### src/rtl/key_debounce_pkg.sv
// rtl/key_debounce_pkg.sv - shared state encoding and defaults for the key debouncer
package key_pkg;

  // Per-key debounce FSM states, 2-bit encoding
  typedef enum logic [1:0] {
    UP        = 2'd0,
    PEND_DOWN = 2'd1,
    DOWN      = 2'd2,
    PEND_UP   = 2'd3
  } key_fsm_e;

  localparam int KEY_NKEYS            = 4;
  localparam int KEY_DEBOUNCE_DEFAULT = 250000;
  localparam int KEY_SYNC_DEFAULT     = 2;

  // Debounced level is high in both states that follow an accepted press
  function automatic logic key_level(input key_fsm_e st);
    return (st == DOWN) || (st == PEND_UP);
  endfunction

endpackage

### src/rtl/key_debounce_ch.sv
// rtl/key_debounce_ch.sv - one key channel: synchronizer, debounce FSM, event pulses (KEY_DEBOUNCE_EVENTS_EN)
module key_debounce_ch
  import key_pkg::*;
#(
  parameter int DEBOUNCE_CYCLES = KEY_DEBOUNCE_DEFAULT,
  parameter int SYNC_STAGES     = KEY_SYNC_DEFAULT
) (
  input  logic clk,
  input  logic reset,
  input  logic key_n_raw_i,
  output logic key_state_o,
  output logic key_press_o,
  output logic key_release_o
);

  localparam int CW = $clog2(DEBOUNCE_CYCLES);
  localparam logic [CW-1:0] CNT_LAST = CW'(DEBOUNCE_CYCLES - 1);
  localparam logic [CW-1:0] CNT_ONE  = CW'(1);

  logic [SYNC_STAGES-1:0] sync_q;
  logic                   s;
  key_fsm_e               state_q, state_d;
  logic [CW-1:0]          cnt_q, cnt_d;
  logic                   key_state_q, key_state_d;

  // Synchronizer chain; resets to the released (high) pin level so reset release is silent
  always_ff @(posedge clk or posedge reset) begin
    if (reset) begin
      sync_q <= '1;
    end else begin
      sync_q <= {sync_q[SYNC_STAGES-2:0], key_n_raw_i};
    end
  end

  assign s = ~sync_q[SYNC_STAGES-1];

  // Next-state logic: any disagreeing sample during a pending phase drops back and restarts
  always_comb begin
    state_d = state_q;
    cnt_d   = cnt_q;
    unique case (state_q)
      UP: begin
        if (s) begin
          state_d = PEND_DOWN;
          cnt_d   = CNT_ONE;
        end
      end
      PEND_DOWN: begin
        if (!s) begin
          state_d = UP;
          cnt_d   = '0;
        end else if (cnt_q == CNT_LAST) begin
          state_d = DOWN;
          cnt_d   = '0;
        end else begin
          cnt_d = cnt_q + CNT_ONE;
        end
      end
      DOWN: begin
        if (!s) begin
          state_d = PEND_UP;
          cnt_d   = CNT_ONE;
        end
      end
      PEND_UP: begin
        if (s) begin
          state_d = DOWN;
          cnt_d   = '0;
        end else if (cnt_q == CNT_LAST) begin
          state_d = UP;
          cnt_d   = '0;
        end else begin
          cnt_d = cnt_q + CNT_ONE;
        end
      end
      default: begin
        state_d = UP;
        cnt_d   = '0;
      end
    endcase
    key_state_d = key_level(state_d);
  end

  // FSM state, stability counter and registered debounced level
  always_ff @(posedge clk or posedge reset) begin
    if (reset) begin
      state_q     <= UP;
      cnt_q       <= '0;
      key_state_q <= 1'b0;
    end else begin
      state_q     <= state_d;
      cnt_q       <= cnt_d;
      key_state_q <= key_state_d;
    end
  end

  assign key_state_o = key_state_q;

`ifdef KEY_DEBOUNCE_EVENTS_EN
  logic press_q, release_q;

  // Edge detect on the level about to be registered, so the pulse lines up with its first cycle
  always_ff @(posedge clk or posedge reset) begin
    if (reset) begin
      press_q   <= 1'b0;
      release_q <= 1'b0;
    end else begin
      press_q   <= key_state_d & ~key_state_q;
      release_q <= ~key_state_d & key_state_q;
    end
  end

  assign key_press_o   = press_q;
  assign key_release_o = release_q;
`else
  assign key_press_o   = 1'b0;
  assign key_release_o = 1'b0;
`endif

endmodule

### src/rtl/key_debounce.sv
// rtl/key_debounce.sv - NKEYS independent pushbutton debouncers (events via KEY_DEBOUNCE_EVENTS_EN)
module key_debounce
  import key_pkg::*;
#(
  parameter int NKEYS           = KEY_NKEYS,
  parameter int DEBOUNCE_CYCLES = KEY_DEBOUNCE_DEFAULT,
  parameter int SYNC_STAGES     = KEY_SYNC_DEFAULT
) (
  input  logic             clk,
  input  logic             reset,
  input  logic [NKEYS-1:0] key_n_raw,
  output logic [NKEYS-1:0] key_state,
  output logic [NKEYS-1:0] key_press,
  output logic [NKEYS-1:0] key_release
);

  for (genvar g = 0; g < NKEYS; g++) begin : g_ch
    key_debounce_ch #(
      .DEBOUNCE_CYCLES(DEBOUNCE_CYCLES),
      .SYNC_STAGES    (SYNC_STAGES)
    ) u_ch (
      .clk          (clk),
      .reset        (reset),
      .key_n_raw_i  (key_n_raw[g]),
      .key_state_o  (key_state[g]),
      .key_press_o  (key_press[g]),
      .key_release_o(key_release[g])
    );
  end

endmodule

### config.mk
export PLATFORM = sky130hd
export DESIGN_NAME = key_debounce
export DESIGN_NICKNAME = d
export VERILOG_FILES = /design/src/rtl/key_debounce_pkg.sv /design/src/rtl/key_debounce_ch.sv /design/src/rtl/key_debounce.sv
export SDC_FILE = /design/constraint.sdc
export NUM_CORES = 1
export LEC_CHECK = 0
export CELL_PAD_IN_SITES_DETAIL_PLACEMENT = 1
export CELL_PAD_IN_SITES_GLOBAL_PLACEMENT = 2
export CORE_MARGIN = 2
export CORE_UTILIZATION = 35
export CTS_CLUSTER_DIAMETER = 60
export CTS_CLUSTER_SIZE = 10
export DETAILED_ROUTE_END_ITERATION = 10
export PLACE_DENSITY_LB_ADDON = 0.2
export SYNTH_ARGS = -nofsm -noshare
export SYNTH_HDL_FRONTEND = slang
export SYNTH_SLANG_ARGS = --single-unit
### constraint.sdc
create_clock -name clk -period 3.02 [get_ports clk]
set_input_delay 0.604 -clock clk [delete_from_list [all_inputs] [get_ports clk]]
set_output_delay 0.604 -clock clk [all_outputs]
set_load 0.03 [all_outputs]
# Yosys cells after proc, flatten, opt, wreduce, memory -nomap -nowiden
# Cells that the tools add are included.
# op_classes
n_addsub	4
n_mul	0
div	0
n_lt_le_gt_ge	0
n_eq_ne	32
shifts	0
muxes	52
bitwise	0
n_reduce_logical	12
# op_table
op	count
two-way mux 18 bit	20
case mux 18 bit (4 select lines)	4
adder 18 x 1 -> 18 bit (second input constant)	4
== test 18 bit (second input constant)	4
two-way mux 2 bit	24
== test 2 bit (second input constant)	16
case mux 2 bit (4 select lines)	4
== test 2 x 1 -> 1 bit (second input constant)	4
logical NOT 2 bit	4
inequality test 2 x 1 -> 1 bit (second input constant)	4
inequality test 2 bit (second input constant)	4
AND reduction 2 bit	4
logical OR 1 bit	4
# totals
regBits	92
latchBits	0
mem_bits_rw	0
romBits	0
input_bits	6
output_inout_bits	12
elab_cells	116
memories	0

# Logic depth before layout (Yosys ltp)
# logic_depth
ltp_word	6
ltp_mapped	7
mapped_depth_nobuf	6

# By module
# Synthesis repeated with hierarchy kept, for this count alone.
# unflattened
hier_cells	474
area_unflattened_um2	5008.6
# modules_own_cells
module	n_inst	cells_each	area_per_inst_um2	seq_area_each_um2
key_debounce_ch at g_ch[0].u_ch ...	3	120	1298.7	578.1
key_debounce_ch at g_ch[3].u_ch	1	114	1112.3	553.0

# Least setup slack after synthesis
# Ideal clock, no wire load.
# synth_path
kind	reg2reg
startpoint	register g_ch[0].u_ch.cnt_q[0]
endpoint	register g_ch[0].u_ch.cnt_q[12]
setup_time_ps	126
arrival_ps	1699
required_time_ps	2894
slack_ps	1195
path_stages_with_launch	6
n_path_buf	0
synth_period_minus_slack_ps	1825
path_cell_list	dfrtp_1 > ha_1 > nand3_1 > o41a_1 > and3_1 > a221o_1
# synth_between
elab_chain_cells	4
elab_cells_between_ends	6
classes_between	1 x add/sub; 1 x eq/ne; 4 x mux
# synth_rtl
element	line	text
start: declaration	key_debounce_ch.sv:23	logic [CW-1:0] cnt_q, cnt_d;
start signal: assignment	key_debounce_ch.sv:92	cnt_q <= cnt_d;
adder 18 x 1 -> 18 bit or == test 18 bit (tied branches)	n/a	
two-way mux 18 bit *	key_debounce_ch.sv:52, key_debounce_ch.sv:69	
two-way mux 18 bit, on equally long branches	key_debounce_ch.sv:66, key_debounce_ch.sv:49	
case mux 18 bit (4 select lines) *	key_debounce_ch.sv:41	unique case (state_q)
# Every way passes the cells marked *; elsewhere a longest branch is shown, timed or not.
# A chain may end at the register's enable or synchronous reset.

# Worst setup path after layout
# Same ends and word-level chain as after synthesis.

==> impl_metrics.tcl <==
set metrics [dict create \
    crit_path_start_kind "flop" \
    outcome "complete, no violations" \
    arrival_ns 2.47 \
    track_usage_pct 16.8 \
    final.setup.tns_ns 0 \
    antennaDiodeCount 0 \
    drive_gt1_share_pct 7.72 \
    die_h_microns 123 \
    crit_type "flop to flop" \
    die-width_microns 123 \
    yosys_register_bits 92 \
    cp.buffers_inverters 0 \
    root_buffer "clkbuf_16" \
    grt_pass1_wl_microns 20200 \
    grt_overflow 0 \
    maxCapViolCount 0 \
    antenna_found_initial 0 \
    cts.path.max_buffers 2 \
    powerDensity_nw_per_um2 485 \
    post-route-util_pct 39.8 \
    ys_warn_count 0 \
    synth_top_family_by_area "simple AND/OR/NAND/NOR gates" \
    routedWlPerCell_microns 16.2 \
    yosysTopAreaCell "dfrtp_1" \
    portBuffers 9 \
    cts_resized 0 \
    synth_ff_type "dfrtp_1" \
    hpwl_microns 8120 \
    drcViolationCount 0 \
    numCtsBuffers 9 \
    wirelength_microns 11800 \
    synth_area_sq_um 4980 \
    core_area_sq_um 13900 \
    post-route-period-util_pct 74.4 \
    worstPathCellList "ha_1 > nand3_1 > o41a_1 > and3_1 > a221o_1" \
    ys_seq_area_share_pct 46.4 \
    ir_drop_uv 260 \
    setup_slack_ns 0.773 \
    synth_edf_count 0 \
    grt_max_degree 51 \
    critPathSlowestCell "o41a_1" \
    syn_avg_cell_area_sq_um 9.31 \
    yosys-top-cells-area "dfrtp_1, nand2_1, nand3_1" \
    nets 549 \
    dp_slack_ns 0.794 \
    maxSlewViolCount 0 \
    htreeDepth 3 \
    clkLatencyLatePin_ns 0.34 \
    rsz0062_at_grt "false" \
    die_area_sq_um 15200 \
    first_pass_iters 4 \
    cts.sinks 92 \
    vias 3975 \
    hold_viol_final 0 \
    rows 43 \
    path_clk_slew_ns 0.06 \
    initial_core_util_pct 35.9 \
    setup_viol 0 \
    ant_nets 0 \
    synth_fa_ha_area_share_pct 1.00 \
    required_ns 3.25 \
    async_flop_share_pct 100 \
    worst_clock_skew_ns 0.00644 \
    layout_commonest_cell "dfrtp_1" \
    worstHoldPathType "flop to flop" \
    leakagePower_nw 2.40 \
    synth-xor-area-share_pct 3.84 \
    postCtsSetupBuffers 0 \
    synthMuxAreaShare_pct 3.82 \
    synth_compound_area_share_pct 12.5 \
    synthCells 535 \
    crit_fanout 16 \
    ios 18 \
    max_freq_ghz 0.445 \
    drt-initial-drc-count 159 \
    ctsHoldBuffers 0 \
    gp_congestion 0.764 \
    period_needed_ns 2.25 \
    vias_per_cell 5.49 \
    critPathTopFamily "compound AO/OA/AOI/OAI gates" \
    worst_pin_slew_ns 0.729 \
    ys_types 54 \
    grt_pass1_vias 3999 \
    synth_top_area_share_pct 42.2 \
    slew_headroom_pct 51.0 \
    layout_common_cells "dfrtp_1, nand2_1, nand3_1, nor2_1, o21ai_0" \
    synthSimpleGateAreaFrac_pct 27.7 \
    area_delta_synth_final_pct 10.9 \
    crit_path_end_kind "flop" \
    max_stage_delay_ns 0.70 \
    cts_tree "done" \
]
cells by family (layout without fill, tap and decap cells):
| kind of cell | after synthesis | after routing |
|---|---|---|
| xor gates and xnor gates | 21 | 21 |
| DFF | 92 | 92 |
| muxes | 19 | 19 |
| AOI/OAI and AO/OA | 95 | 95 |
| other | 1 | 8 |
| adders and majority gates | 4 | 4 |
| and+or+nand+nor | 258 | 258 |
| buffers and inverters | 45 | 47 |
metrics by stage:
stage | hold slack, ns | cells | total power, mW | area (sq um)
6_report | 0.355 | 724 | 2.68 | 5530
5_1_grt | 0.360 | 724 | 2.79 | 5530
4_1_cts | 0.357 | 724 | 2.72 | 5530
3_5_place_dp | 0.347 | 708 | 1.49 | 5220
3_3_place_gp | 0.345 | 708 | 1.49 | 5220
2_1_floorplan | 0.345 | 542 | 1.44 | 5010
synthesized netlist by cell type, types with 8 or more instances:
library cell  instances
or3_1                15
nand2_1              74
buf_4                13
a21oi_1              21
and2_1               11
a22o_1               16
nand3_1              48
mux2i_1              19
dfrtp_1              84
and3_1               17
xor2_1               13
o21ai_0              23
dfstp_2               8
clkbuf_1             11
inv_1                15
nor2_1               28
nand4_1              15
routing by layer:
metal	routed length [microns]	global-route usage, %	vias to the layer above	part of all wire (%)
met5	0	0	-	0
met4	189	5.75	0	1.6
met3	265	3.00	16	2.3
met2	5450	27.5	35	46
met1	5850	22.5	2004	50
li1	-	-	1920	-
power breakdown:
part	leakage [nW]	switching [mW]	total (mW)	internal (mW)
clock	0.150	0.486	1.21	0.724
combinational	1.02	0.114	0.171	0.0568
sequential	1.23	0.0331	1.30	1.26
total	2.40	0.633	2.68	2.04
registers in the layout, indices dropped and copies added (netlist names):
register               cells
g_ch.u_ch.key_state_o      4
g_ch.u_ch.sync_q           8
g_ch.u_ch.state_q          8
g_ch.u_ch.cnt_q           72
path summary, 6_finish.rpt:
check	startpoint	endpoint	cells after the start	slack, ns
worst max-delay path	g_ch[0].u_ch.cnt_q[0]	g_ch[0].u_ch.cnt_q[12]	5	0.77
worst min-delay path	g_ch[3].u_ch.sync_q[0]	g_ch[3].u_ch.sync_q[1]	0	0.36
worst max register to register	g_ch[0].u_ch.cnt_q[0]	g_ch[0].u_ch.cnt_q[12]	5	0.77
worst min register to register	g_ch[3].u_ch.sync_q[0]	g_ch[3].u_ch.sync_q[1]	0	0.36
max in group asynchronous	reset	g_ch[1].u_ch.sync_q[0]	3	1.60
min in group asynchronous	reset	g_ch[1].u_ch.cnt_q[15]	2	0.69
cell type report:
cell class	instances	area (sq um)
well taps	180	225
inverters	15	58.8
flip-flops and latches	92	2310
fillers	1617	8360
multi-input cells	405	2460
clock inverters	5	77.6
clock buffers	11	233
repair buffers	16	155
Note: power is estimated with default switching activity, not from simulation.
